<file path="src/rtl/stopwatch_keys.sv">
// stopwatch_keys: push-button front-end for the stopwatch.
// Syncs and debounces left/down/up keys and time_out in the 100 MHz domain.
// Ports:
//   clk_100mhz, rst      : clock, synchronous active-high reset
//   key_left/down/up     : raw buttons (async, 1 = pressed)
//   time_out             : preset-reached flag from the 100 Hz counter (async)
//   sw_en, pause, clear  : registered command levels for the counter
//   key_evt              : registered one-cycle pulse per accepted press
module stopwatch_keys #(
  parameter int DEBOUNCE_CYCLES   = 1_000_000,
  parameter int CLEAR_HOLD_CYCLES = 2_000_000,
  parameter int CNT_W             = 21
) (
  input  logic clk_100mhz,
  input  logic rst,
  input  logic key_left,
  input  logic key_down,
  input  logic key_up,
  input  logic time_out,
  output logic sw_en,
  output logic pause,
  output logic clear,
  output logic key_evt
);

  localparam logic [CNT_W-1:0] DB_MAX =
    CNT_W'(DEBOUNCE_CYCLES - 1);
  localparam logic [CNT_W-1:0] HOLD_MAX =
    CNT_W'(CLEAR_HOLD_CYCLES - 1);

  typedef enum logic {
    IDLE,
    CLEARING
  } state_t;

  state_t           state;
  logic [3:0]       sync1;
  logic [3:0]       sync2;
  logic             to_d;
  logic [2:0]       db;
  logic [2:0]       db_d;
  logic [2:0]       press;
  logic             to_rise;
  logic [CNT_W-1:0] hold;

  // bit 0 left, 1 down, 2 up, 3 time_out
  always_ff @(posedge clk_100mhz) begin
    if (rst) begin
      sync1 <= '0;
      sync2 <= '0;
      to_d  <= 1'b0;
      db_d  <= '0;
    end else begin
      sync1 <= {time_out, key_up, key_down, key_left};
      sync2 <= sync1;
      to_d  <= sync2[3];
      db_d  <= db;
    end
  end

  for (genvar i = 0; i < 3; i++) begin : g_db
    logic [CNT_W-1:0] cnt;
    logic             q;

    // Accept a change only after DEBOUNCE_CYCLES
    // consecutive disagreeing samples.
    always_ff @(posedge clk_100mhz) begin
      if (rst) begin
        cnt <= '0;
        q   <= 1'b0;
      end else if (sync2[i] == q) begin
        cnt <= '0;
      end else if (cnt == DB_MAX) begin
        q   <= sync2[i];
        cnt <= '0;
      end else begin
        cnt <= cnt + CNT_W'(1);
      end
    end

    assign db[i] = q;
  end

  assign press   = db & ~db_d;
  assign to_rise = sync2[3] & ~to_d;

  always_ff @(posedge clk_100mhz) begin
    if (rst) begin
      state   <= IDLE;
      sw_en   <= 1'b0;
      pause   <= 1'b0;
      clear   <= 1'b0;
      key_evt <= 1'b0;
      hold    <= '0;
    end else begin
      key_evt <= 1'b0;
      case (state)
        IDLE: begin
          if (press[2]) begin
            // clear overrides any toggle on the same cycle
            state   <= CLEARING;
            clear   <= 1'b1;
            sw_en   <= 1'b0;
            pause   <= 1'b0;
            hold    <= '0;
            key_evt <= 1'b1;
          end else begin
            if (press[0]) sw_en <= ~sw_en;
            if (press[1]) pause <= ~pause;
            key_evt <= press[0] | press[1];
          end
        end
        CLEARING: begin
          hold <= hold + CNT_W'(1);
          if (hold == HOLD_MAX) begin
            clear <= 1'b0;
            state <= IDLE;
          end
        end
        default: state <= IDLE;
      endcase
      // timeout beats a same-cycle left toggle
      if (to_rise) sw_en <= 1'b0;
    end
  end

endmodule

</file>
<file path="config.mk">
export PLATFORM = sky130hd
export DESIGN_NAME = stopwatch_keys
export DESIGN_NICKNAME = d
export VERILOG_FILES = /design/src/rtl/stopwatch_keys.sv
export SDC_FILE = /design/constraint.sdc
export NUM_CORES = 1
export LEC_CHECK = 0
export CAP_MARGIN = 15
export CORE_MARGIN = 2
export CORE_UTILIZATION = 60
export CTS_CLUSTER_SIZE = 8
export DETAILED_ROUTE_END_ITERATION = 12
export MAX_ROUTING_LAYER = met4
export PLACE_DENSITY_LB_ADDON = 0.08
export SLEW_MARGIN = 0
export SYNTH_ARGS = -nofsm -noshare
export SYNTH_HDL_FRONTEND = slang
export SYNTH_SLANG_ARGS = --single-unit
</file>
<file path="constraint.sdc">
create_clock -name clk_100mhz -period 2.7 [get_ports clk_100mhz]
set_clock_uncertainty 0.1 [all_clocks]
set_input_delay 0.675 -clock clk_100mhz [delete_from_list [all_inputs] [get_ports clk_100mhz]]
set_output_delay 0.675 -clock clk_100mhz [all_outputs]
set_load 0.03 [all_outputs]
</file>
==> results of run 1 <==
==> placed cells by master (no fill, tap or decap), types with 13 or more instances in the layout <==
| cell | netlist | routed |
|---|---|---|
| nand4_1 | 22 | 22 |
| inv_1 | 14 | 14 |
| or3_1 | 23 | 23 |
| a21oi_1 | 40 | 40 |
| nor2b_1 | 13 | 13 |
| dfxtp_1 | 104 | 104 |
| o21ai_0 | 18 | 16 |
| nor2_1 | 50 | 50 |
| or4_1 | 17 | 17 |
| nand2_1 | 25 | 25 |
| nand3_1 | 34 | 34 |
| xor2_1 | 28 | 28 |
==> flip-flops by register name, summed over array words and instances, names as in the netlist <==
name	count
clear	1
db_d	3
g_db.cnt	63
g_db.q	3
hold	21
key_evt	1
pause	1
state	1
sw_en	1
sync1	4
sync2	4
to_d	1
==> cells by family (layout without fill, tap and decap cells) <==
logic type,after synthesis,after routing,synth area share (%)
XOR/XNOR,40,40,7.774
buffers and inverters,36,46,3.443
multiplexers,4,4,0.9994
flip-flops,104,104,46.20
AND/OR/NAND/NOR,232,232,28.68
AO/OA/AOI/OAI,89,89,11.80
adder cells (fa/ha/maj),4,4,1.111
==> synthesized netlist by cell type (2+ instances only) <==
library cell and number:
nand3_1 34, a21boi_0 2, nor2b_1 13, clkbuf_1 16, or4b_1 2, and2_1 7, buf_2 4, xnor2_1 12
nand4_1 22, a21oi_1 40, o31ai_1 12, nand2_1 25, nor4_1 3, and4_1 8, mux2_2 4, or3_1 23
inv_1 14, buf_6 2, o311ai_0 3, and3_1 10, nand3b_1 2, dfxtp_1 104, ha_1 4, nor2_1 50
nand2b_1 5, o21ai_0 18, nor3_1 2, o211ai_1 8, or4_1 17, xor2_1 28
==> per-stage QoR <==
step	cell area (um2)	setup slack, ns	power (mW)
3_3_place_gp	4671	0.5882	1.618
4_1_cts	4885	0.4733	2.632
2_1_floorplan	4507	0.7584	1.603
5_1_grt	4885	0.4338	2.692
3_5_place_dp	4671	0.5361	1.619
6_report	4885	0.5097	2.596
==> per-layer routing <==
layer | vias to the layer above | wire length, um | global-route usage [%]
met5 | - | 0 | -
met4 | 0 | 78 | 6.154
met3 | 6 | 261 | 5.593
met2 | 54 | 3650 | 33.64
met1 | 1644 | 4003 | 26.48
li1 | 1842 | - | -
==> worst min-delay path by stage <==
stage | from | endpoint | slack, ns | cells past startpoint
after global routing | sync1[2] | sync2[2] | 0.36 | 1
after detailed placement | sync1[3] | sync2[3] | 0.33 | 1
after floorplan | g_db[0].cnt[0] | g_db[0].cnt[0] | 0.31 | 1
final | sync1[3] | sync2[3] | 0.35 | 1
after global placement | g_db[0].cnt[0] | g_db[0].cnt[0] | 0.32 | 1
after CTS | g_db[0].cnt[0] | g_db[0].cnt[0] | 0.35 | 1
==> power by group <==
group	internal, mW	leakage [nW]	switching, mW
sequential	1.54	0.839	0.00344
combinational	0.0171	0.562	0.0220
clock	0.486	0.103	0.528
==> final cells by class <==
class / count / area (um2)
well taps: 99 / 123.9
multi-input cells: 369 / 2270
clock buffers: 11 / 151.4
inverters: 14 / 52.55
clock inverters: 5 / 62.56
repair buffers: 16 / 142.6
fillers: 623 / 2369
flip-flops and latches: 104 / 2082
==> reports/qor.csv, run 1 <==
metric,value,unit
average wire per standard cell,12.93,um
share of layout cells above drive strength 1,6.551,%
cells along the critical path,clkdlybuf4s50_1,
Die Span Y,90.67,um
Top-Level Pins,10,
H-tree Lvls,3,
worst-path fanout max,3,
synthesis-stage register bit count,104,
postcts setup bufs,0,
gr usage total,21.11,%
Initial DRC Count,80,
number of synthesis warnings,0,
WL final,7993,um
instance count on the critical path,1,
Tcrit/Tclk final,81.12,%
num rows,31,
Crit path arrival time,1.42,ns
Syn Inst Count,509,
# DRC,0,
RSZ-0062 raised after global routing,no,
vias post-DR,3546,
max-cap violations,0,
FF-to-FF Start,state,
Final setup viols,0,
antenna violations before repair,0,
chip width,90.67,um
via/cell ratio,5.738,
Post-CTS Hold Fix Bufs,0,
Synth cell types,45,
crit path launch,sw_en,
final core occ,67.35,%
most used flip-flop cell after synthesis,dfxtp_1,
CTS resizes,0,
Antenna Diode Count,0,
first-pass GRT wire length,14260,um
"Hold Vio Cnt, Final",0,
clock-pin transition on the worst setup and hold timing paths,0.10,ns
worst r2r dst,hold[20],
DRT antenna net count,0,
Placed Cells,602,
number of synthesized flops with an enable pin,0,
Rel. slew slack,66.15,%
DR pass1 iterations,4,
HPWL after DPL,5396,um
Critical path destination,sw_en,
"top cells by area, synth","dfxtp_1 46%, xor2_1 5.4%, a21oi_1 4.4%",
TritonCTS clock tree,yes,
CP Capture Type,output pin,
minimum clock period,2.190,ns
Power Density,531.5,mW/mm2
final std cells w/o fill,618,
Mean Syn Cell Area,8.854,um2
Post-layout nets,524,
worst skew pair latency,0.36,ns
slowest CP cell,clkdlybuf4s50_1,
cell family with most CP delay,buffers and inverters,
reg2reg path depth,4,
worst slew pin tran,0.5044,ns
Initial Utilization,62.14,%
status,"finished, final reports clean",
critical path class,register to output pin,
reg-to-reg setup timing slack,0.57,ns
area of the die,0.008221,mm2
Critical Path RT,1.92,ns
fmax,456.6,MHz
pins over their slew limit,0,
syn nets,519,
number of global-route vias before repair,3289,
VDD IR-drop max,304.8,uV
WHS,0.3454,ns
Tightest Hold Check Type,register to register,
IO buf count,9,
CP bufs+invs,1,
post-synthesis sequential area ratio,46.20,%
CP Launch Type,register,
clock root cell,clkbuf_8,
total grt overflow,0,
TNS Setup,0,ns
Async SR Flop Fraction,0,%
largest net degree at the start of global routing,24,
clock buffer count from CTS,9,
synthesis-to-finish area growth,8.384,%
clock buffer depth,2,
Yosys top cell area share,46.20,%
CTS Sinks,104,
Worst path max stage delay,0.68,ns
leakage,1.504,nW
Syn Std Cell Area,0.004507,mm2
Core ar.,0.007253,mm2
leading area contributor after synthesis,dfxtp_1,
Routability Congestion,0.8372,
Note: power is estimated with default switching activity, not from simulation.
==> run 2: changes to the inputs <==
Clock period 2.7 ns to 2.1 ns, I/O delays scaled along.
==> run 2 against run 1 <==
  * First-iteration DRC count is 49% higher
  * Setup slack got worse by 0.43 ns
  * Global-route usage is 0.16 points higher
  * Non-clock buffer count is 12 higher
  * Combinational power increased by 41%
  * Final area rose by 2.0%
  * Power rose by 22%
  * Register-to-register slack worse by 0.47 ns
  * Sequential share of layout area decreased by 0.83 points
  * Critical path depth stayed put
  * Die area unchanged
  * Via count up 2.6%
  * Critical endpoint is now pause
  * Highest routed layer unchanged
==> reports/qor.csv, run 2 (same netlist as run 1, synthesis figures left out) <==
metric,value,unit
critical path class,register to output pin,
clock buffer count from CTS,9,
Final setup viols,0,
largest net degree at the start of global routing,39,
Initial Utilization,62.14,%
FF-to-FF Start,g_db[2].cnt[11],
reg2reg path depth,5,
Power Density,633.7,mW/mm2
number of flip-flops in the largest register,63,
postcts setup bufs,0,
DR pass1 iterations,4,
chip width,90.67,um
num rows,31,
CTS Sinks,104,
Tightest Hold Check Type,register to register,
Top-Level Pins,10,
Critical Path RT,1.47,ns
Tcrit/Tclk final,96.22,%
fmax,494.9,MHz
worst-path fanout max,3,
Initial DRC Count,119,
vias post-DR,3639,
instance count on the critical path,1,
via/cell ratio,5.776,
"Hold Vio Cnt, Final",0,
post-route cell area,0.004982,mm2
Worst path max stage delay,0.67,ns
Routability Congestion,0.8057,
slowest CP cell,clkdlybuf4s50_1,
WL final,8036,um
antenna violations before repair,0,
status,"finished, final reports clean",
CP bufs+invs,1,
worst slew pin tran,0.3875,ns
reg-to-reg setup timing slack,0.10,ns
HPWL after DPL,5519,um
biggest regs,"g_db.cnt: 63 flops, hold: 21 flops",
cell family with most CP delay,buffers and inverters,
Post-layout nets,536,
minimum clock period,2.021,ns
average wire per standard cell,12.76,um
TritonCTS clock tree,yes,
gr usage total,21.26,%
cells along the critical path,clkdlybuf4s50_1,
TNS Setup,0,ns
# DRC,0,
RSZ-0062 raised after global routing,no,
Rel. slew slack,74.17,%
area of the die,0.008221,mm2
total grt overflow,0,
"most common cell after layout, fill and taps aside",dfxtp_1,
Core ar.,0.007253,mm2
first-pass GRT wire length,14260,um
synthesis-to-finish area growth,10.55,%
max-cap violations,0,
highest-count cells in the layout ignoring fill and taps,"104 x dfxtp_1, 50 x nor2_1, 40 x a21oi_1, 34 x nand3_1, 28 x xor2_1",
VDD IR-drop max,414.8,uV
Filler cells,616,
CP Launch Type,register,
Die Span Y,90.67,um
IO buf count,9,
hold path depth,1,
Antenna Diode Count,0,
clock root cell,clkbuf_8,
Crit path arrival time,1.40,ns
share of layout cells above drive strength 1,8.663,%
Critical path destination,pause,
Largest Register,g_db.cnt,
worst r2r dst,g_db[2].cnt[18],
CP Capture Type,output pin,
clock-pin transition on the worst setup and hold timing paths,0.10,ns
DRT antenna net count,0,
pins over their slew limit,0,
dpl cell area,0.004811,mm2
H-tree Lvls,3,
leakage,1.599,nW
clock buffer depth,2,
number of global-route vias before repair,3402,
crit path launch,pause,
worst skew pair latency,0.37,ns
-- run 2: changes by cell type in the layout (fill, tap and decap cells not counted) --
cell	previous run	this run
clkdlybuf4s50_1	9	8
clkinvlp_4	2	1
clkinv_2	0	4
clkbuf_8	11	9
buf_4	7	15
bufinv_16	1	0
buf_12	0	4
dlymetal6s2s_1	0	1
-- run 2: how the worst min path moves through the flow --
stage,startpoint,endpoint
2_1_floorplan,g_db[0].cnt[0],g_db[0].cnt[0]
3_3_place_gp,g_db[0].cnt[0],g_db[0].cnt[0]
3_5_place_dp,g_db[0].cnt[0],g_db[0].cnt[0]
4_1_cts,g_db[0].cnt[0],g_db[0].cnt[0]
5_1_grt,sync2[3],sw_en
6_report,g_db[0].cnt[0],g_db[0].cnt[0]
-- run 2: per-layer routing --
layer	up-vias	track usage, %	wire length [um]
met5	-	-	0
met4	0	6.667	112
met3	15	5.593	298
met2	53	34.95	3823
met1	1703	25.63	3801
li1	1868	-	-
-- run 2: per-stage QoR --
step                      setup WS, ns  instances  hold WS [ns]  power (mW)  util (%)
after detailed placement        0.1118        614        0.3297       2.086     66.33
after CTS                      0.01620        630        0.3449       3.198     68.66
after floorplan                 0.1584        509        0.3129       2.061         -
after global routing           0.02081        630        0.3631       3.289     68.69
final                          0.07943        630        0.3429       3.157     68.69
after global placement          0.1570        614        0.3223       2.085     66.33
-- run 2: what timing repair did --
action,in CTS,in global routing
setup endpoints to repair,0,1
hold buffers,0,0
gates resized for setup,0,1
-- run 2: power by group --
part / internal, mW / total, mW / leakage (nW) / switching, mW
Combinational: 0.0265 / 0.0552 / 0.670 / 0.0287
Clock: 0.431 / 1.12 / 0.0896 / 0.686
Sequential: 1.98 / 1.98 / 0.839 / 0.00409
Total: 2.44 / 3.16 / 1.60 / 0.719
-- run 2: layout make-up --
cell class                 instances  area (um2)  share of cell area, %
tap                               99       123.9                  2.486
sequential                       104        2082                  41.79
clock buffer                       9       123.9                  2.486
timing repair buffer              28       285.3                  5.726
multi-input combinational        369        2270                  45.56
inverter                          14       52.55                  1.055
clock inverter                     7       45.04                 0.9041
==> run 3: changes to the inputs <==
Settings changed: CORE_ASPECT_RATIO from default to 1.5.
==> run 3 against run 2 <==
  * First-iteration DRC count increased by 63%
  * Hold slack got worse by 0.0035 ns
  * Clock power barely moved
  * Utilization shrank 0.18 points
  * Critical path depth unchanged
  * Sequential power hardly changed
  * Cell count up 0.79%
  * Power down 0.49%
  * Flip-flop and latch count stayed put
  * Wire length up 5.0%
  * Combinational power is 2% higher
  * Sequential share of layout area about the same
  * Critical path type unchanged
  * Highest routed layer unchanged
==> reports/qor.csv, run 3 (same netlist as run 1, synthesis figures left out) <==
metric,value,unit
"Hold Vio Cnt, Final",0,
Gate power share,1.8,%
antenna violations before repair,0,
H-tree Lvls,3,
critical path class,register to output pin,
area of the multi-input gates,0.002270,mm2
Top-Level Pins,10,
cells along the critical path,clkdlybuf4s50_1,
DR pass1 iterations,4,
Initial DRC Count,194,
Crit path arrival time,1.40,ns
Seq pwr share,63.1,%
DRT antenna net count,0,
average wire per standard cell,13.28,um
Tcrit/Tclk final,96.30,%
Pint,2.468,mW
crit path launch,sw_en,
Worst path max stage delay,0.67,ns
CP Capture Type,output pin,
Final setup viols,0,
Antenna Diode Count,0,
WL final,8435,um
clock-pin transition on the worst setup and hold timing paths,0.09,ns
worst skew pair latency,0.37,ns
slowest CP cell,clkdlybuf4s50_1,
largest net degree at the start of global routing,22,
fmax,494.5,MHz
Post-CTS Hold Fix Bufs,0,
share of layout cells above drive strength 1,8.785,%
M1 wire length,3820,um
WL met2,4244,um
postcts setup bufs,0,
CTS Sinks,104,
setup ws final,0.07778,ns
CP Launch Type,register,
biggest regs,"g_db.cnt: 63 flops, hold: 21 flops",
Post-layout nets,540,
Filler cells,621,
highest-count cells in the layout ignoring fill and taps,"104 x dfxtp_1, 50 x nor2_1, 40 x a21oi_1, 34 x nand3_1, 28 x xor2_1",
CP bufs+invs,1,
clock buffer depth,2,
"most common cell after layout, fill and taps aside",dfxtp_1,
RSZ-0062 raised after global routing,no,
Rel. slew slack,74.10,%
top sig layer,met4,
Largest Register,g_db.cnt,
Initial Utilization,61.95,%
switch share,21.43,%
Tightest Hold Check Type,register to register,
Critical Path RT,1.47,ns
FF-to-FF Start,g_db[2].cnt[7],
Power Density,630.4,mW/mm2
status,"finished, final reports clean",
DR WL met3,192,um
TNS Setup,0,ns
max-cap violations,0,
hold_sp,sync1[2],
worst-path fanout max,3,
gr usage total,23.47,%
power dissipated by switching net loads,673.2,uW
first-pass GRT wire length,14790,um
final core occ,68.51,%
chip width,74.77,um
Routability Congestion,0.8186,
DP Worst Slack,0.09919,ns
TritonCTS clock tree,yes,
cell family with most CP delay,buffers and inverters,
Die Span Y,110.1,um
Core ar.,0.007274,mm2
# DRC,0,
synthesis-to-finish area growth,10.58,%
number of global-route vias before repair,3432,
area of the die,0.008235,mm2
HPWL after DPL,5922,um
vias post-DR,3666,
Seq. cell area,0.002082,mm2
pins over their slew limit,0,
clock root cell,clkbuf_8,
final std cells w/o fill,635,
clock buffer count from CTS,9,
num rows,38,
total grt overflow,0,
CTS resizes,0,
VDD IR-drop max,520.9,uV
minimum clock period,2.022,ns
Placed Cells,619,
via/cell ratio,5.773,
IO buf count,9,
number of flip-flops in the largest register,63,
leakage,1.582,nW
Clk pwr share,35.1,%
worst slew pin tran,0.3886,ns
-- run 3: cell types whose count changed in the layout (fill, tap and decap cells not counted), sizes merged --
cell           previous run  this run
buf                      19        23
clkdlybuf4s50             8         9
inv                      16        14
clkbuf                    9        13
clkinv                    4         2
dlymetal6s2s              1         0
-- run 3: metal layers --
metal / GRT usage, % / up-vias
met2: 38.24 / 39
met3: 5.455 / 15
li1: - / 1871
met4: 9.694 / 0
met1: 27.66 / 1741
met5: - / -
-- run 3: area by class of cell --
cell class / instances / share of cell area, %
multi-input combinational: 369 / 45.54
sequential: 104 / 41.78
timing repair buffer: 32 / 5.775
clock buffer: 13 / 2.988
tap: 100 / 2.511
inverter: 14 / 1.054
clock inverter: 3 / 0.3515
-- run 3: through the flow --
step | instance area, um2 | power, mW | hold WS (ns)
after floorplan | 4507 | 2.061 | 0.3129
after global placement | 4817 | 2.085 | 0.3157
after detailed placement | 4817 | 2.087 | 0.3204
after CTS | 4984 | 3.183 | 0.3421
after global routing | 4984 | 3.252 | 0.3620
final | 4984 | 3.141 | 0.3393
-- run 3: path summary, 6_finish.rpt --
check / endpoint / slack [ns] / cells past startpoint
min: sync2[2] / 0.34 / 1
min reg2reg: sync2[2] / 0.34 / 1
max: sw_en / 0.08 / 1
max reg2reg: g_db[2].cnt[16] / 0.12 / 5
-- run 3: power groups by stage --
stage,clock (mW),combinational [mW],sequential [mW]
after floorplan,0,0.0318,2.03
after global placement,0,0.0554,2.03
after detailed placement,0,0.0567,2.03
after CTS,1.14,0.0570,1.98
after global routing,1.20,0.0633,1.99
final,1.10,0.0564,1.98
